`config.mk`:
```
export PLATFORM = sky130hd
export DESIGN_NAME = pc_fetch_unit
export DESIGN_NICKNAME = d
export VERILOG_FILES = /design/src/rtl/pc_fetch_unit.sv
export SDC_FILE = /design/constraint.sdc
export NUM_CORES = 1
export LEC_CHECK = 0
export CELL_PAD_IN_SITES_DETAIL_PLACEMENT = 0
export CELL_PAD_IN_SITES_GLOBAL_PLACEMENT = 1
export CORE_UTILIZATION = 46
export CTS_CLUSTER_DIAMETER = 80
export DETAILED_ROUTE_END_ITERATION = 8
export PLACE_DENSITY_LB_ADDON = 0.1
export SETUP_SLACK_MARGIN = 0.15
export SLEW_MARGIN = 0
export SYNTH_ARGS = -nofsm -noshare
export SYNTH_HDL_FRONTEND = slang
export SYNTH_SLANG_ARGS = --single-unit
```
`constraint.sdc`:
```
create_clock -name clk -period 8.6 [get_ports clk]
set_input_delay 1.72 -clock clk [delete_from_list [all_inputs] [get_ports clk]]
set_output_delay 1.72 -clock clk [all_outputs]
set_load 0.02 [all_outputs]
```
`src/rtl/pc_fetch_unit.sv`:
```
// pc_fetch_unit: program counter, instruction-memory requests and the fetch
// buffer feeding decode, with branch/jump redirect and in-flight flush.
//
// Ports:
//   clk, rst_n          clock, asynchronous active-low reset
//   imem_req_valid/ready, imem_addr      request channel (word aligned)
//   imem_rsp_valid, imem_rdata           in-order read responses
//   redirect_valid, redirect_pc          taken branch/jump target
//   instr_valid/ready, instr, instr_pc   decode handshake
//   misalign_err        one-cycle pulse after a misaligned redirect target
module pc_fetch_unit #(
    parameter logic [31:0] RESET_PC  = 32'h0000_0000,
    parameter int          BUF_DEPTH = 2
) (
    input  logic        clk,
    input  logic        rst_n,
    output logic        imem_req_valid,
    input  logic        imem_req_ready,
    output logic [31:0] imem_addr,
    input  logic        imem_rsp_valid,
    input  logic [31:0] imem_rdata,
    input  logic        redirect_valid,
    input  logic [31:0] redirect_pc,
    output logic        instr_valid,
    input  logic        instr_ready,
    output logic [31:0] instr,
    output logic [31:0] instr_pc,
    output logic        misalign_err
);

    localparam int PW = $clog2(BUF_DEPTH);
    localparam int CW = $clog2(BUF_DEPTH + 1);
    localparam logic [CW:0] DEPTH_C = (CW + 1)'(BUF_DEPTH);

    // Free-running state
    logic          run_q;
    logic [31:0]   fetch_pc_q, fetch_pc_d;
    logic [CW-1:0] out_q, out_d;
    logic [CW-1:0] drop_q, drop_d;
    logic [CW-1:0] occ_q, occ_d;
    logic          misalign_q;

    // PCs of requests still waiting for their response
    logic [31:0]   pcq_q [BUF_DEPTH];
    logic [PW-1:0] pcq_wr_q, pcq_rd_q;

    // Instruction buffer
    logic [31:0]   ib_instr_q [BUF_DEPTH];
    logic [31:0]   ib_pc_q [BUF_DEPTH];
    logic [PW-1:0] ib_wr_q, ib_rd_q;

    logic          req_hs;
    logic          rsp_acc;
    logic          rsp_keep;
    logic          pop;
    logic [CW:0]   used;

    assign instr_valid  = (occ_q != '0);
    assign instr        = ib_instr_q[ib_rd_q];
    assign instr_pc     = ib_pc_q[ib_rd_q];
    assign misalign_err = misalign_q;
    assign imem_addr    = fetch_pc_q;

    assign pop = instr_valid & instr_ready;

    // A slot popped this cycle is free for a new request, which lets the
    // buffer stream one word per cycle. The sum can only shrink while a
    // request waits, so valid never falls before its handshake.
    assign used = {1'b0, out_q} + {1'b0, occ_q} - (CW + 1)'(pop);

    // run_q holds requests off until the first edge after reset release.
    assign imem_req_valid = run_q & ~redirect_valid & (used < DEPTH_C);

    assign req_hs = imem_req_valid & imem_req_ready;

    // A response with nothing outstanding is stray and ignored.
    assign rsp_acc  = imem_rsp_valid & (out_q != '0);
    assign rsp_keep = rsp_acc & (drop_q == '0) & ~redirect_valid;

    always_comb begin
        out_d = out_q + CW'(req_hs) - CW'(rsp_acc);

        if (redirect_valid) begin
            occ_d = '0;
        end else begin
            occ_d = occ_q + CW'(rsp_keep) - CW'(pop);
        end

        // Everything still in flight after a redirect belongs to the old
        // path; counting from out_d makes back-to-back redirects add up.
        if (redirect_valid) begin
            drop_d = out_d;
        end else if (rsp_acc && (drop_q != '0)) begin
            drop_d = drop_q - CW'(1);
        end else begin
            drop_d = drop_q;
        end

        if (redirect_valid) begin
            fetch_pc_d = {redirect_pc[31:2], 2'b00};
        end else if (req_hs) begin
            fetch_pc_d = fetch_pc_q + 32'd4;
        end else begin
            fetch_pc_d = fetch_pc_q;
        end
    end

    always_ff @(posedge clk or negedge rst_n) begin
        if (!rst_n) begin
            run_q      <= 1'b0;
            fetch_pc_q <= RESET_PC;
            out_q      <= '0;
            drop_q     <= '0;
            occ_q      <= '0;
            misalign_q <= 1'b0;
            pcq_wr_q   <= '0;
            pcq_rd_q   <= '0;
            ib_wr_q    <= '0;
            ib_rd_q    <= '0;
            for (int i = 0; i < BUF_DEPTH; i++) begin
                pcq_q[i]      <= '0;
                ib_instr_q[i] <= '0;
                ib_pc_q[i]    <= '0;
            end
        end else begin
            run_q      <= 1'b1;
            fetch_pc_q <= fetch_pc_d;
            out_q      <= out_d;
            drop_q     <= drop_d;
            occ_q      <= occ_d;
            misalign_q <= redirect_valid & (redirect_pc[1:0] != 2'b00);

            if (req_hs) begin
                pcq_q[pcq_wr_q] <= fetch_pc_q;
            end
            if (rsp_keep) begin
                ib_instr_q[ib_wr_q] <= imem_rdata;
                ib_pc_q[ib_wr_q]    <= pcq_q[pcq_rd_q];
            end

            if (redirect_valid) begin
                pcq_wr_q <= '0;
                pcq_rd_q <= '0;
                ib_wr_q  <= '0;
                ib_rd_q  <= '0;
            end else begin
                if (req_hs) begin
                    pcq_wr_q <= pcq_wr_q + PW'(1);
                end
                if (rsp_keep) begin
                    pcq_rd_q <= pcq_rd_q + PW'(1);
                    ib_wr_q  <= ib_wr_q + PW'(1);
                end
                if (pop) begin
                    ib_rd_q <= ib_rd_q + PW'(1);
                end
            end
        end
    end

endmodule

```
==> flow_metrics.tcl, run 1 <==
set metrics [dict create \
    status "complete, no violations" \
    synth_edf_count 0 \
    min-delay-path-class "reg -> reg" \
    cts_made_buffers 25 \
    cts_tree "done" \
    rr_endpoint "pcq_q[45]$_DFFE_PN0P_" \
    irDropWorstVdd_v 0.000169 \
    drtAntennaViolNets 0 \
    async_flop_share_pct 100 \
    fin_crit_sh_pct 68.0 \
    antenna_found_initial 0 \
    cts.path.max_buffers 3 \
    grtUsageMet1_pct 29.1 \
    clock_latency_ns 0.51 \
    multi_input_area_um2 4300 \
    critPathArrivalTime_ns 4.12 \
    cts_root_buf "clkbuf_16" \
    regArea_um2 5660 \
    report.final.hold_viol_count 0 \
    yosysTopAreaCell "dfrtp_1" \
    grt_pass1_wl_mm 37.7 \
    path_clk_slew_ns 0.05 \
    worstHoldEndpoint "ib_pc_q[6]$_DFFE_PN0P_" \
    num-nets-final 1079 \
    drtPass1Iterations 5 \
    p_switching_mw 1.48 \
    cts_sinks 226 \
    drtIter0Drc 386 \
    holdBufCountCts 0 \
    drive_gt1_share_pct 24.9 \
    nFillCells 1817 \
    clkPwrFrac_pct 22.9 \
    place_hpwl_mm 15.1 \
    core_um2 21800 \
    setup_violations 0 \
    layout_min_cycle_time_ns 5.84 \
    fmax_ghz 0.171 \
    synthTopCellsByArea "dfrtp_1 (55%), mux2_2 (20%), mux2i_1 (3.0%)" \
    path_class "in -> out" \
    ff2ff_path_depth 13 \
    skew_ns 0.0147 \
    gp_congestion 0.758 \
    yosysMostFrequentCell "dfrtp_1" \
    port-buffer-count 164 \
    die_height_um 151 \
    synth_top_area_share_pct 55.3 \
    finalCoreUtilization_pct 59.0 \
    viasPerCell 5.37 \
    ys_warn_count 0 \
    synthCells 851 \
    power_mw 4.52 \
    ys_types 47 \
    finalSetupTns_ns 0 \
    combPwrFrac_pct 38.1 \
    vias 6971 \
    synth_commonest_cells "dfrtp_1 (226), mux2_2 (185), nand2_1 (71)" \
    rrSetupSlack_ns 4.45 \
    hold_depth 2 \
    end_kind "primary output" \
    synthFlopType "dfrtp_1" \
    die_area_um2 22800 \
    io_pins 169 \
    cts_resized 0 \
    rsz0062_at_grt "no" \
    start_util_pct 46.8 \
    drcViolationCount 0 \
    maxSlewViolCount 0 \
    grt_pass1_vias 7012 \
    hp-start "ib_pc_q[6]$_DFFE_PN0P_" \
    synth_area_um2 10200 \
    cts_setup_buffers 0 \
    routedWlPerCell_um 17.9 \
    htreeDepth 1 \
    sw_frac_of_total_pct 32.8 \
    grt_use_total_pct 21.0 \
    crit_fanout 3 \
    grt_overflow 0 \
    grt-busiest-layer "met2" \
    max-slew-margin-rel_pct 32.2 \
    gr-usage-met3_pct 3.52 \
    ys_seq_elements 226 \
    required_ns 6.88 \
    reg2reg_from "occ_q[1]$_DFF_PN0_" \
    rows 54 \
    avgSynthCellArea_um2 12.0 \
    power.density_nw_per_um2 351 \
    sequentialPowerShare_pct 39.0 \
    grtUsageMet2_pct 34.0 \
    grt_max_degree 80 \
    seq_area_frac_synth_pct 55.3 \
    critPathLaunchType "primary input" \
    p_int_mw 3.03 \
    drv_cap 0 \
    tightest_slew_ns 1.02 \
    die_x_um 151 \
    p_leak_nw 5.61 \
    wl_mm 23.2 \
    syn_to_final_growth_pct 25.9 \
]
[state kept, by name (all words and copies together), names as in the netlist]
register / count
drop_q: 2
ib_instr_q: 64
ib_pc_q: 60
ib_rd_q: 1
ib_wr_q: 1
imem_addr: 30
misalign_err: 1
occ_q: 2
out_q: 2
pcq_q: 60
pcq_rd_q: 1
pcq_wr_q: 1
run_q: 1
[metrics by stage]
stage                     instance area [um2]  hold slack [ns]  std cells  setup slack (ns)
final                                   12900            0.471       1298              2.76
after global routing                    12900            0.501       1297              2.67
after CTS                               12900            0.479       1297              2.74
after detailed placement                12100            0.465       1253              2.76
after global placement                  12100            0.457       1253              2.77
after floorplan                         10200            0.444        854              3.57
[worst max-delay path by stage]
stage               cells past startpoint  slack (ns)        start             end
finish                                  8        2.76  instr_ready  imem_req_valid
global route                            8        2.67  instr_ready  imem_req_valid
CTS                                     8        2.74  instr_ready  imem_req_valid
detailed placement                      8        2.76  instr_ready  imem_req_valid
global placement                        8        2.77  instr_ready  imem_req_valid
floorplan                               6        3.57  instr_ready  imem_req_valid
[per-layer routing]
metal  routed length, um  share of wire [%]
met1               10700                 46
met3                1220                5.2
met5                   0                  0
met2               10900                 47
met4                 357                1.5
[power by group through the flow]
stage	logic (mW)	clock network, mW	registers, mW
detailed placement	1.74	0	1.79
CTS	1.75	1.06	1.77
global route	1.88	1.11	1.83
floorplan	1.14	0	1.69
finish	1.72	1.03	1.76
global placement	1.71	0	1.77
[logic make-up after synthesis]
group	Yosys count	synth area share [%]
DFF	226	55.3
muxes	216	23.4
and+or+nand+nor	197	9.01
AOI/OAI and AO/OA	124	7.31
buffers and inverters	67	2.84
xor gates and xnor gates	10	0.857
adders and majority gates	9	1.18
other	2	0.0735
[worst max-delay path, cell delays in order]
cell and delay, ns:
clkdlybuf4s50_1 0.44, and2_1 0.18, ha_1 0.25, nand2b_1 0.16
fa_1 0.38, xnor2_1 0.16, nor3_1 0.20, clkdlybuf4s50_1 0.64
[cells in the final DEF (no fill, tap or decap), drive strengths merged, types with 22 or more instances in the layout]
cell / count
nor2: 57
o21ai: 51
mux2: 185
mux2i: 31
clkdlybuf4s50: 163
nand3: 22
nand2: 71
dfrtp: 226
a21oi: 35
clkbuf: 31
[area by class of cell]
class / count / area share [%]
Clock buffer: 31 / 5.19
Timing Repair Buffer: 175 / 13.4
Antenna cell: 1 / 0.0194
Sequential cell: 226 / 43.9
Tap cell: 280 / 2.72
Multi-Input combinational cell: 561 / 33.4
Clock inverter: 13 / 0.991
Inverter: 11 / 0.321
(Power assumes the default switching activity.)
==> inputs of run 2 (changes only) <==
--- a/config.mk
+++ b/config.mk
@@ -7,7 +7,7 @@
 export LEC_CHECK = 0
 export CELL_PAD_IN_SITES_DETAIL_PLACEMENT = 0
 export CELL_PAD_IN_SITES_GLOBAL_PLACEMENT = 1
-export CORE_UTILIZATION = 46
+export CORE_UTILIZATION = 39
 export CTS_CLUSTER_DIAMETER = 80
 export DETAILED_ROUTE_END_ITERATION = 8
 export PLACE_DENSITY_LB_ADDON = 0.1
==> constraint.sdc (replaced) <==
create_clock -name clk -period 5.3 [get_ports clk]
set_input_delay 1.06 -clock clk [delete_from_list [all_inputs] [get_ports clk]]
set_output_delay 1.06 -clock clk [all_outputs]
set_load 0.02 [all_outputs]
==> flow_metrics.tcl, run 2 (same netlist as run 1, synthesis figures left out) <==
set metrics [dict create \
    status "complete, no violations" \
    largest-register "ib_instr_q" \
    vias 7012 \
    drtAntennaViolNets 0 \
    endpoint "imem_req_valid" \
    drcViolationCount 0 \
    drv_cap 0 \
    placed_area_um2 12200 \
    crit_start "instr_ready" \
    cp_slowest_cell "clkdlybuf4s50_1" \
    fin_crit_sh_pct 84.9 \
    p_leak_nw 5.67 \
    power.density_nw_per_um2 573 \
    cts_tree "done" \
    cts_sinks 226 \
    crit_fanout 3 \
    cp_common_cell "clkdlybuf4s50_1" \
    layout_commonest_cell "dfrtp_1" \
    grt_use_total_pct 18.5 \
    die_area_um2 26900 \
    num-nets-final 1082 \
    wl_mm 24.4 \
    crit_chain "clkdlybuf4s50_1 > and2_1 > ha_1 > nand2b_1 > fa_1 > xnor2_1 > nor3_1 > clkdlybuf4s50_1" \
    rr_endpoint "pcq_q[50]$_DFFE_PN0P_" \
    place_hpwl_mm 16.1 \
    max-slew-margin-rel_pct 29.4 \
    maxSlewViolCount 0 \
    antenna_found_initial 0 \
    cts_made_buffers 25 \
    ff2ff_path_depth 13 \
    rrSetupSlack_ns 1.90 \
    routedWlPerCell_um 18.1 \
    power_mw 7.49 \
    cts_setup_buffers 0 \
    skew_ns 0.0115 \
    drtIter0Drc 370 \
    htreeDepth 1 \
    path_clk_slew_ns 0.06 \
    top_regs "ib_instr_q: 64 flops, ib_pc_q: 60 flops, pcq_q: 60 flops" \
    layout_common_cells "dfrtp_1 (224), mux2_2 (185), clkdlybuf4s50_1 (162)" \
    die_x_um 164 \
    required_ns 4.24 \
    tightest_slew_ns 1.06 \
    setup_violations 0 \
    io_pins 169 \
    port-buffer-count 164 \
    grt_pass1_wl_mm 39.2 \
    reg2reg_from "occ_q[1]$_DFF_PN0_" \
    viasPerCell 5.19 \
    hold_depth 2 \
    finalCoreUtilization_pct 51.3 \
    core_um2 25500 \
    cts.path.max_buffers 3 \
    largest_reg_flops 64 \
    nFillCells 2283 \
    gp_congestion 0.749 \
    critPathLaunchType "primary input" \
    cts_root_buf "clkbuf_16" \
    irDropWorstVdd_v 0.000327 \
    rows 58 \
    finalSetupTns_ns 0 \
    insertedDiodeCount 0 \
    grt_pass1_vias 7142 \
    critPathArrivalTime_ns 3.44 \
    fmax_ghz 0.222 \
    report.final.hold_viol_count 0 \
    min-delay-path-class "reg -> reg" \
    clock_latency_ns 0.52 \
    drtPass1Iterations 4 \
    layout_min_cycle_time_ns 4.50 \
    end_kind "primary output" \
    holdBufCountCts 0 \
    path_class "in -> out" \
    fin_area_um2 13100 \
    drive_gt1_share_pct 25.0 \
    rsz0062_at_grt "no" \
    cts_resized 0 \
    grt_overflow 0 \
    slowest_delay_ns 0.63 \
    grt_max_degree 111 \
    die_height_um 164 \
    syn_to_final_growth_pct 27.9 \
    start_util_pct 40.1 \
]
[run 2: how the worst min path moves through the flow]
stage                                   end                    start  slack (ns)
floorplan           ib_pc_q[10]$_DFFE_PN0P_  ib_pc_q[10]$_DFFE_PN0P_        0.44
global placement    ib_pc_q[10]$_DFFE_PN0P_  ib_pc_q[10]$_DFFE_PN0P_        0.46
detailed placement   ib_pc_q[9]$_DFFE_PN0P_   ib_pc_q[9]$_DFFE_PN0P_        0.46
CTS                  ib_pc_q[4]$_DFFE_PN0P_   ib_pc_q[4]$_DFFE_PN0P_        0.48
global route        ib_pc_q[19]$_DFFE_PN0P_  ib_pc_q[19]$_DFFE_PN0P_        0.49
finish               ib_pc_q[6]$_DFFE_PN0P_   ib_pc_q[6]$_DFFE_PN0P_        0.47
[run 2: report_power, final]
group	switching (mW)	total, mW	leakage, nW	internal [mW]
clock network	0.686	1.81	0.425	1.13
registers	0.452	2.86	2.89	2.41
logic	1.28	2.82	2.36	1.53
total	2.42	7.49	5.67	5.07
[run 2: critical path: cells and delay by family]
| kind | cells | cell delay, ns |
|---|---|---|
| buffers and inverters | 2 | 1.07 |
| adders and majority gates | 2 | 0.62 |
| and+or+nand+nor | 3 | 0.51 |
| xor gates and xnor gates | 1 | 0.17 |
[run 2: cell type report]
type	instances	area [um2]	area share, %
Multi-Input combinational cell	561	4300	32.9
Tap cell	330	413	3.16
Sequential cell	226	5660	43.3
Clock inverter	5	104	0.794
Inverter	11	41.3	0.316
Timing Repair Buffer	178	1800	13.7
Clock buffer	40	762	5.83
[run 2: per-layer routing]
metal	GRT usage [%]	share of wire, %
met2	30.6	47
met1	25.8	47
met3	3.13	4.4
met4	3.37	1.5
met5	0	0
[run 2: through the flow]
| stage | setup slack (ns) | hold WS [ns] | cells |
|---|---|---|---|
| floorplan | 1.49 | 0.444 | 854 |
| global placement | 0.792 | 0.456 | 1306 |
| detailed placement | 0.801 | 0.465 | 1306 |
| CTS | 0.784 | 0.477 | 1351 |
| global route | 0.702 | 0.493 | 1351 |
| finish | 0.802 | 0.471 | 1351 |
==> inputs of run 3 (changes only) <==
--- a/config.mk
+++ b/config.mk
@@ -7,7 +7,7 @@
 export LEC_CHECK = 0
 export CELL_PAD_IN_SITES_DETAIL_PLACEMENT = 0
 export CELL_PAD_IN_SITES_GLOBAL_PLACEMENT = 1
-export CORE_UTILIZATION = 39
+export CORE_UTILIZATION = 43
 export CTS_CLUSTER_DIAMETER = 80
 export DETAILED_ROUTE_END_ITERATION = 8
 export PLACE_DENSITY_LB_ADDON = 0.1
==> constraint.sdc (replaced) <==
create_clock -name clk -period 4.35 [get_ports clk]
set_input_delay 0.87 -clock clk [delete_from_list [all_inputs] [get_ports clk]]
set_output_delay 0.87 -clock clk [all_outputs]
set_load 0.02 [all_outputs]
==> flow_metrics.tcl, run 3 (same netlist as run 1, synthesis figures left out) <==
set metrics [dict create \
    dr.max_layer_used "met4" \
    port-buffer-count 164 \
    combPwrFrac_pct 38.4 \
    end_kind "primary output" \
    place_ws_ns 0.224 \
    fin_crit_sh_pct 86.1 \
    cts_resized 0 \
    stdcell_count 1338 \
    tightest_slew_ns 1.04 \
    wirelength_met1_mm 11.0 \
    top_regs "ib_instr_q: 64 flops, ib_pc_q: 60 flops, pcq_q: 60 flops" \
    num-nets-final 1086 \
    die_area_um2 24400 \
    drtPass1Iterations 5 \
    critPathArrivalTime_ns 2.87 \
    insertedDiodeCount 0 \
    irDropWorstVdd_v 0.000364 \
    cts_sinks 226 \
    grt_max_degree 84 \
    p_switching_mw 2.92 \
    gp_congestion 0.760 \
    io_pins 169 \
    layout_common_cells "dfrtp_1 (224), mux2_2 (185), clkdlybuf4s50_1 (161)" \
    p_leak_nw 5.67 \
    layout_min_cycle_time_ns 3.74 \
    path_class "in -> out" \
    grt_overflow 0 \
    place_hpwl_mm 15.7 \
    dp_cells 1298 \
    skew_ns 0.0134 \
    start_util_pct 43.7 \
    p_int_mw 6.04 \
    cts_tree "done" \
    finalWorstSetupSlack_ns 0.606 \
    required_ns 3.48 \
    critPathLaunchType "primary input" \
    drtIter0Drc 213 \
    die_height_um 156 \
    wl_met3_mm 1.22 \
    grt_use_total_pct 20.1 \
    drive_gt1_share_pct 24.9 \
    nFillCells 2074 \
    htreeDepth 1 \
    rsz0062_at_grt "no" \
    cts_made_buffers 26 \
    min-delay-path-class "in -> async" \
    clock_latency_ns 0.52 \
    fmax_ghz 0.267 \
    die_x_um 156 \
    maxSlewViolCount 0 \
    setup_violations 0 \
    sw_frac_of_total_pct 32.6 \
    grt_pass1_wl_mm 38.6 \
    path_clk_slew_ns 0.06 \
    drv_cap 0 \
    syn_to_final_growth_pct 27.3 \
    layout_commonest_cell "dfrtp_1" \
    report.final.hold_viol_count 0 \
    routedWlPerCell_um 17.7 \
    drtAntennaViolNets 0 \
    largest_reg_flops 64 \
    met2_length_mm 10.9 \
    status "complete, no violations" \
    finalCoreUtilization_pct 55.6 \
    finalSetupTns_ns 0 \
    placed_area_um2 12200 \
    drcViolationCount 0 \
    holdBufCountCts 0 \
    sequentialPowerShare_pct 38.9 \
    core_um2 23400 \
    power.density_nw_per_um2 688 \
    cts_setup_buffers 0 \
    viasPerCell 5.22 \
    grt_pass1_vias 7094 \
    cts.path.max_buffers 3 \
    cts_root_buf "clkbuf_16" \
    largest-register "ib_instr_q" \
    rows 56 \
    wl_mm 23.7 \
    antenna_found_initial 0 \
    clkPwrFrac_pct 22.7 \
    fin_area_um2 13000 \
    vias 6982 \
    crit_fanout 3 \
    max-slew-margin-rel_pct 30.1 \
]
run 3: power by group through the flow:
stage | registers [mW] | clock network (mW) | logic (mW)
2_1_floorplan | 3.34 | 0 | 2.25
3_3_place_gp | 3.51 | 0 | 3.43
3_5_place_dp | 3.53 | 0 | 3.48
4_1_cts | 3.50 | 2.10 | 3.50
5_1_grt | 3.62 | 2.19 | 3.73
6_report | 3.48 | 2.04 | 3.44
run 3: metal layers:
layer,GRT usage [%],vias up
li1,-,3332
met1,27.6,3449
met2,32.4,172
met3,3.67,29
met4,5.84,0
met5,0,-
run 3: layout make-up:
class | count | area (um2) | share of cell area, %
inverters | 11 | 41.3 | 0.317
clock inverters | 4 | 47.5 | 0.365
well taps | 319 | 399 | 3.07
multi-input cells | 561 | 4300 | 33.0
clock buffers | 36 | 739 | 5.68
repair buffers | 181 | 1830 | 14.1
flip-flops and latches | 226 | 5660 | 43.5
run 3: final timing paths:
check / startpoint / to / slack (ns) / cells past startpoint
max in group asynchronous: rst_n / ib_pc_q[40]$_DFFE_PN0P_ / 2.97 / 2
min in group clk: ib_pc_q[7]$_DFFE_PN0P_ / ib_pc_q[7]$_DFFE_PN0P_ / 0.47 / 2
max: instr_ready / imem_req_valid / 0.61 / 8
max reg2reg: occ_q[1]$_DFF_PN0_ / imem_addr[19]$_DFFE_PN0P_ / 1.09 / 12
min: rst_n / ib_instr_q[9]$_DFFE_PN0P_ / 0.34 / 1
min reg2reg: ib_pc_q[7]$_DFFE_PN0P_ / ib_pc_q[7]$_DFFE_PN0P_ / 0.47 / 2
run 3: per-stage QoR:
stage	power [mW]	hold WS (ns)
6_report	8.95	0.336
4_1_cts	9.09	0.358
5_1_grt	9.54	0.386
3_3_place_gp	6.94	0.456
2_1_floorplan	5.59	0.444
3_5_place_dp	7.01	0.464
run 3: worst max-delay path, stage by stage:
cell and delay [ns]:
clkdlybuf4s50_1 0.44, and2_1 0.17, ha_1 0.24, nand2b_1 0.16, fa_1 0.39, xnor2_1 0.17, nor3_1 0.18, dlymetal6s2s_1 0.25
